$ cat src/rtl/seq_pkg.sv
// seq_pkg: shared constants and types for the instruction sequencer.
//   - opcode constants and ALU opcode range
//   - PC-select (PS) encodings
//   - sequencer FSM state type
//   - instruction field positions (opcode, DA, SA, SB)
package seq_pkg;

    // Opcodes
    localparam logic [3:0] OP_NOP     = 4'h0;
    localparam logic [3:0] OP_ALU_MIN = 4'h1;
    localparam logic [3:0] OP_ALU_MAX = 4'hB;
    localparam logic [3:0] OP_BRZ     = 4'hC;
    localparam logic [3:0] OP_BRN     = 4'hD;
    localparam logic [3:0] OP_JMP     = 4'hE;
    localparam logic [3:0] OP_HALT    = 4'hF;

    // PC select encodings
    localparam logic [1:0] PS_HOLD = 2'b00;
    localparam logic [1:0] PS_INC  = 2'b01;
    localparam logic [1:0] PS_BR   = 2'b10;
    localparam logic [1:0] PS_JMP  = 2'b11;

    // Instruction field positions
    localparam int unsigned OPC_MSB = 15;
    localparam int unsigned OPC_LSB = 12;
    localparam int unsigned DA_MSB  = 11;
    localparam int unsigned DA_LSB  = 8;
    localparam int unsigned SA_MSB  = 7;
    localparam int unsigned SA_LSB  = 4;
    localparam int unsigned SB_MSB  = 3;
    localparam int unsigned SB_LSB  = 0;

    typedef enum logic [1:0] {
        FETCH   = 2'd0,
        DECODE  = 2'd1,
        EXECUTE = 2'd2,
        HALT    = 2'd3
    } seq_state_t;

endpackage

$ cat src/rtl/seq_decode.sv
// seq_decode: combinational opcode decoder for the EXECUTE cycle.
// Ports:
//   opcode  in  4  IR opcode field
//   Z, N    in  1  datapath zero / negative flags
//   ps      out 2  PC select to use in EXECUTE
//   rw      out 1  register-file write enable to use in EXECUTE
//   fs      out 4  ALU function select (opcode for ALU ops, else 0)
//   is_halt out 1  opcode is HALT
module seq_decode
    import seq_pkg::*;
(
    input  logic [3:0] opcode,
    input  logic       Z,
    input  logic       N,
    output logic [1:0] ps,
    output logic       rw,
    output logic [3:0] fs,
    output logic       is_halt
);

    logic is_alu;
    assign is_alu = (opcode >= OP_ALU_MIN) && (opcode <= OP_ALU_MAX);

    always_comb begin
        ps      = PS_INC;
        rw      = 1'b0;
        fs      = 4'h0;
        is_halt = 1'b0;
        if (is_alu) begin
            rw = 1'b1;
            fs = opcode;
        end else begin
            unique case (opcode)
                OP_NOP:  ps = PS_INC;
                OP_BRZ:  ps = Z ? PS_BR : PS_INC;
                OP_BRN:  ps = N ? PS_BR : PS_INC;
                OP_JMP:  ps = PS_JMP;
                OP_HALT: begin
                    ps      = PS_HOLD;
                    is_halt = 1'b1;
                end
                default: ps = PS_INC;
            endcase
        end
    end

endmodule

$ cat src/rtl/instruction_sequencer.sv
// instruction_sequencer: FETCH/DECODE/EXECUTE/HALT control unit driving the PC select.
// Ports:
//   clk_main    in  1   clock (rising edge)
//   reset_n     in  1   asynchronous active-low reset
//   PC          in  6   current program counter
//   instr_addr  out 6   instruction memory address (= PC)
//   instr_req   out 1   fetch request, high in FETCH
//   instr       in  16  instruction word
//   instr_valid in  1   instr valid this cycle
//   Z, N        in  1   datapath flags, sampled in EXECUTE
//   go          in  1   resume from HALT
//   PS          out 2   PC select
//   SA, SB, DA  out 4   register addresses from IR ({SA,SB} is the branch offset)
//   FS          out 4   ALU function select
//   RW          out 1   register-file write enable
//   halted      out 1   high in HALT
module instruction_sequencer
    import seq_pkg::*;
(
    input  logic        clk_main,
    input  logic        reset_n,
    input  logic [5:0]  PC,
    output logic [5:0]  instr_addr,
    output logic        instr_req,
    input  logic [15:0] instr,
    input  logic        instr_valid,
    input  logic        Z,
    input  logic        N,
    input  logic        go,
    output logic [1:0]  PS,
    output logic [3:0]  SA,
    output logic [3:0]  SB,
    output logic [3:0]  DA,
    output logic [3:0]  FS,
    output logic        RW,
    output logic        halted
);

    seq_state_t  state_q, state_d;
    logic [15:0] ir_q, ir_d;

    logic [1:0]  dec_ps;
    logic        dec_rw;
    logic        dec_is_halt;

    assign instr_addr = PC;
    assign DA = ir_q[DA_MSB:DA_LSB];
    assign SA = ir_q[SA_MSB:SA_LSB];
    assign SB = ir_q[SB_MSB:SB_LSB];

    seq_decode u_decode (
        .opcode  (ir_q[OPC_MSB:OPC_LSB]),
        .Z       (Z),
        .N       (N),
        .ps      (dec_ps),
        .rw      (dec_rw),
        .fs      (FS),
        .is_halt (dec_is_halt)
    );

    always_ff @(posedge clk_main or negedge reset_n) begin
        if (!reset_n) begin
            state_q <= FETCH;
            ir_q    <= 16'h0000;
        end else begin
            state_q <= state_d;
            ir_q    <= ir_d;
        end
    end

    always_comb begin
        state_d   = state_q;
        ir_d      = ir_q;
        PS        = PS_HOLD;
        RW        = 1'b0;
        instr_req = 1'b0;
        halted    = 1'b0;
        unique case (state_q)
            FETCH: begin
                instr_req = 1'b1;
                if (instr_valid) begin
                    ir_d    = instr;
                    state_d = DECODE;
                end
            end
            DECODE: begin
                state_d = EXECUTE;
            end
            EXECUTE: begin
                PS      = dec_ps;
                RW      = dec_rw;
                state_d = dec_is_halt ? HALT : FETCH;
            end
            HALT: begin
                halted = 1'b1;
                if (go) begin
                    PS      = PS_INC;
                    state_d = FETCH;
                end
            end
            default: state_d = FETCH;
        endcase
    end

endmodule
$ cat config.mk
export PLATFORM = sky130hd
export DESIGN_NAME = instruction_sequencer
export DESIGN_NICKNAME = d
export VERILOG_FILES = /design/src/rtl/seq_pkg.sv /design/src/rtl/seq_decode.sv /design/src/rtl/instruction_sequencer.sv
export SDC_FILE = /design/constraint.sdc
export NUM_CORES = 1
export LEC_CHECK = 0
export ABC_AREA = 1
export CAP_MARGIN = 20
export CELL_PAD_IN_SITES_DETAIL_PLACEMENT = 1
export CELL_PAD_IN_SITES_GLOBAL_PLACEMENT = 1
export CORE_ASPECT_RATIO = 0.75
export CORE_UTILIZATION = 24
export DETAILED_ROUTE_END_ITERATION = 10
export GPL_TIMING_DRIVEN = 1
export PLACE_DENSITY = 0.76
export SLEW_MARGIN = 10
export SYNTH_ARGS = -nofsm -noshare
export SYNTH_HDL_FRONTEND = slang
export SYNTH_SLANG_ARGS = --single-unit
$ cat constraint.sdc
create_clock -name clk_main -period 1.1 [get_ports clk_main]
set_clock_uncertainty 0.15 [all_clocks]
set_input_delay 0.22 -clock clk_main [delete_from_list [all_inputs] [get_ports clk_main]]
set_output_delay 0.22 -clock clk_main [all_outputs]
set_load 0.01 [all_outputs]
==> impl_results.md <==
* Antenna cells at 0
* Largest area contributor in the netlist: dfrtp_1
* Cell Int Power at 3.387 mW
* Nets at 225
* Number of port buffers at 42
* Worst slew margin at 84.81%
* Tightest Pin Transition at 0.2272 ns
* Net count after synthesis at 155
* CTS Buf Count at 3
* CP peak stage delay at 0.40 ns
* Avg Cell Area, Syn at 7.960 µm²
* Via count at 1066
* Power per cell area at 2853 nW/µm²
* Most frequent cells in the layout: buf_4 (31), clkdlybuf4s50_1 (21), nand2_2 (19), nand2_1 (19), dfrtp_1 (18)
* Fmax at 0.5961 GHz
* Core area at 4054 µm²
* Seq pwr share at 21.6%
* Commonest non-fill, non-tap cell in the layout: buf_4
* Layout Utilization at 47.93%
* Wire per inst at 13.43 µm
* # setup viols final at 39
* Final hold vios at 0
* H-tree depth at 1
* Max Buffers Root-to-Sink at 2
* Failing checks: negative setup slack
* Status: finished with violations
* Max_cap viols at 0
* Post-synthesis register bit count at 18
* Critical Path Slowest Stage Cell: dfrtp_1
* Post-DP HPWL at 2158 µm
* Die W at 76.95 µm
* Pin count of the biggest net entering global routing at 13
* Routability cong. at 0.6682
* # rows at 20
* Placed instance count at 222
* Combinational fraction of design power at 68.6%
* Non-Filler Instances at 251
* Critical Path RT at 0.73 ns
* Drt via density at 4.247
* CP cell instances: nand2_2, inv_4, buf_6, nand2_2, nand2_2, nand2_1, nand2_1, nand2_2, buf_6
* Worst Path Arrival at 1.31 ns
* CTS root buf: clkbuf_8
* Die H at 58.21 µm
* Mapped Cells at 127
* CTS tree: built
* HP Class: in2async
* CP endpoint kind: primary output
* CP dominant cell by count: nand2_2
* Boundary Pins at 55
* DRC marker count from the first detailed-route iteration at 36
* Initial antenna violation count at 0
* Share of the synthesized area in the top cell type at 44.55%
* Tcrit/Tclk final at 152.5%
* Total grt overflow at 0
* Cell Area, Synth at 1011 µm²
* Drt drc at 0
* Switching portion of total power at 38.90%
* Clock Latency Late Sink at 0.25 ns
* Synth area leaders: dfrtp_1 (45%), buf_4 (15%), nand2_1 (14%)
* Synth warn at 0
* Sequential share of the synthesized area at 44.55%
* Dpl ws at -0.8709 ns
* RSZ-0062 raised after global routing: yes
* All-layer global routing usage at 15.36%
* Die Area at 4479 µm²
* Leakage Power at 0.9653 nW
* Psw at 2.157 mW
* Crit start category: flop
* Final setup TNS at -9.499 ns
* Total wire length at 3371 µm
* Slew Limit Fails at 0
* Minimum clock period after layout at 1.678 ns
* Final worst slack at -0.5777 ns
* Vias in the first global route at 1129
* First-pass GRT wire length at 5250 µm
* CP max FO at 4
* Clk slew on worst S/H paths at 0.07 ns
* Share of layout cells above drive strength 1 at 61.73%
* Worst VDD drop at 770.7 µV
* Distinct cell type count after synthesis at 17
* Final ANT Viol Nets at 0
* Clk sinks at 18
* Initial Utilization at 24.94%
* Drt pass-1 iters at 4
* Clock power share at 9.9%
* Area grow syn2layout at 92.20%
* Critical Setup Path Class: reg2out
==> worst paths after layout <==
kind / from / endpoint / slack [ns] / cells after the start
setup / recovery: ir_q[14]$_DFFE_PN0P_ / PS[0] / -0.58 / 9
hold / removal: reset_n / ir_q[6]$_DFFE_PN0P_ / 0.13 / 2
setup reg to reg: state_q[0]$_DFFE_PN0P_ / ir_q[13]$_DFFE_PN0P_ / -0.30 / 7
hold reg to reg: ir_q[7]$_DFFE_PN0P_ / ir_q[7]$_DFFE_PN0P_ / 0.35 / 2
max in group asynchronous: reset_n / ir_q[4]$_DFFE_PN0P_ / 0.53 / 2
min in group clk_main: PC[5] / instr_addr[5] / 0.29 / 0
==> critical path: cells and delay by family, from the launching register on <==
kind	cells	cell delay [ns]
DFF	1	0.40
and+or+nand+nor	6	0.36
buffers and inverters	3	0.30
==> synthesized netlist by cell type, drive strengths merged <==
library cell	count
buf	22
nand3	16
nor2	13
inv	10
nand4	1
dfrtp	18
o21ai	1
a21oi	5
a31oi	1
nand2	40
==> power by group through the flow <==
stage	sequential [mW]	combinational, mW	clock (mW)
final	1.19	3.80	0.546
after global placement	1.17	2.42	0
after global routing	1.23	4.09	0.591
after floorplan	1.16	1.39	0
after detailed placement	1.18	2.52	0
after CTS	1.20	3.32	0.556
==> through the flow <==
| stage | cell area, µm² | hold WS [ns] | total power [mW] |
|---|---|---|---|
| after global routing | 1943 | 0.1316 | 5.917 |
| after CTS | 1797 | 0.1355 | 5.074 |
| after floorplan | 1037 | -0.2256 | 2.553 |
| after detailed placement | 1519 | 0.2901 | 3.706 |
| after global placement | 1519 | 0.2901 | 3.591 |
| final | 1943 | 0.1323 | 5.543 |
==> cells by family (layout without fill, tap and decap cells) <==
family	count (synthesis)	in the layout	synth area share, %
flops	18	18	44.55
compound gates	7	7	5.073
buf+inv	32	101	20.17
simple gates	70	70	30.20
==> registers in the layout (all words and copies together) (netlist names) <==
register / flops
ir_q: 16
state_q: 2
==> cell type report <==
class	instances	area (µm²)
fillers	475	2111
repair buffers	87	793.3
multi-input cells	77	535.5
flip-flops and latches	18	450.4
well taps	55	68.82
clock buffers	4	55.05
inverters	10	40.04
==> layer usage <==
layer | vias to the layer above | wire [µm] | global-route usage [%] | part of all wire, %
met5 | - | 0 | 0 | 0
met1 | 516 | 1409 | 19.13 | 42
li1 | 518 | - | - | -
met2 | 26 | 1787 | 27.42 | 53
met4 | 0 | 66 | 6.044 | 2.0
met3 | 6 | 107 | 1.890 | 3.2
==> timing repair <==
item                       4_1_cts  5_1_grt
setup endpoints to repair       39       39
cloned                           3        0
buffers inserted                13       11
resized for setup              134       20
hold buffers                     0        0
pin swaps                        9       15
(Power assumes the default switching activity.)
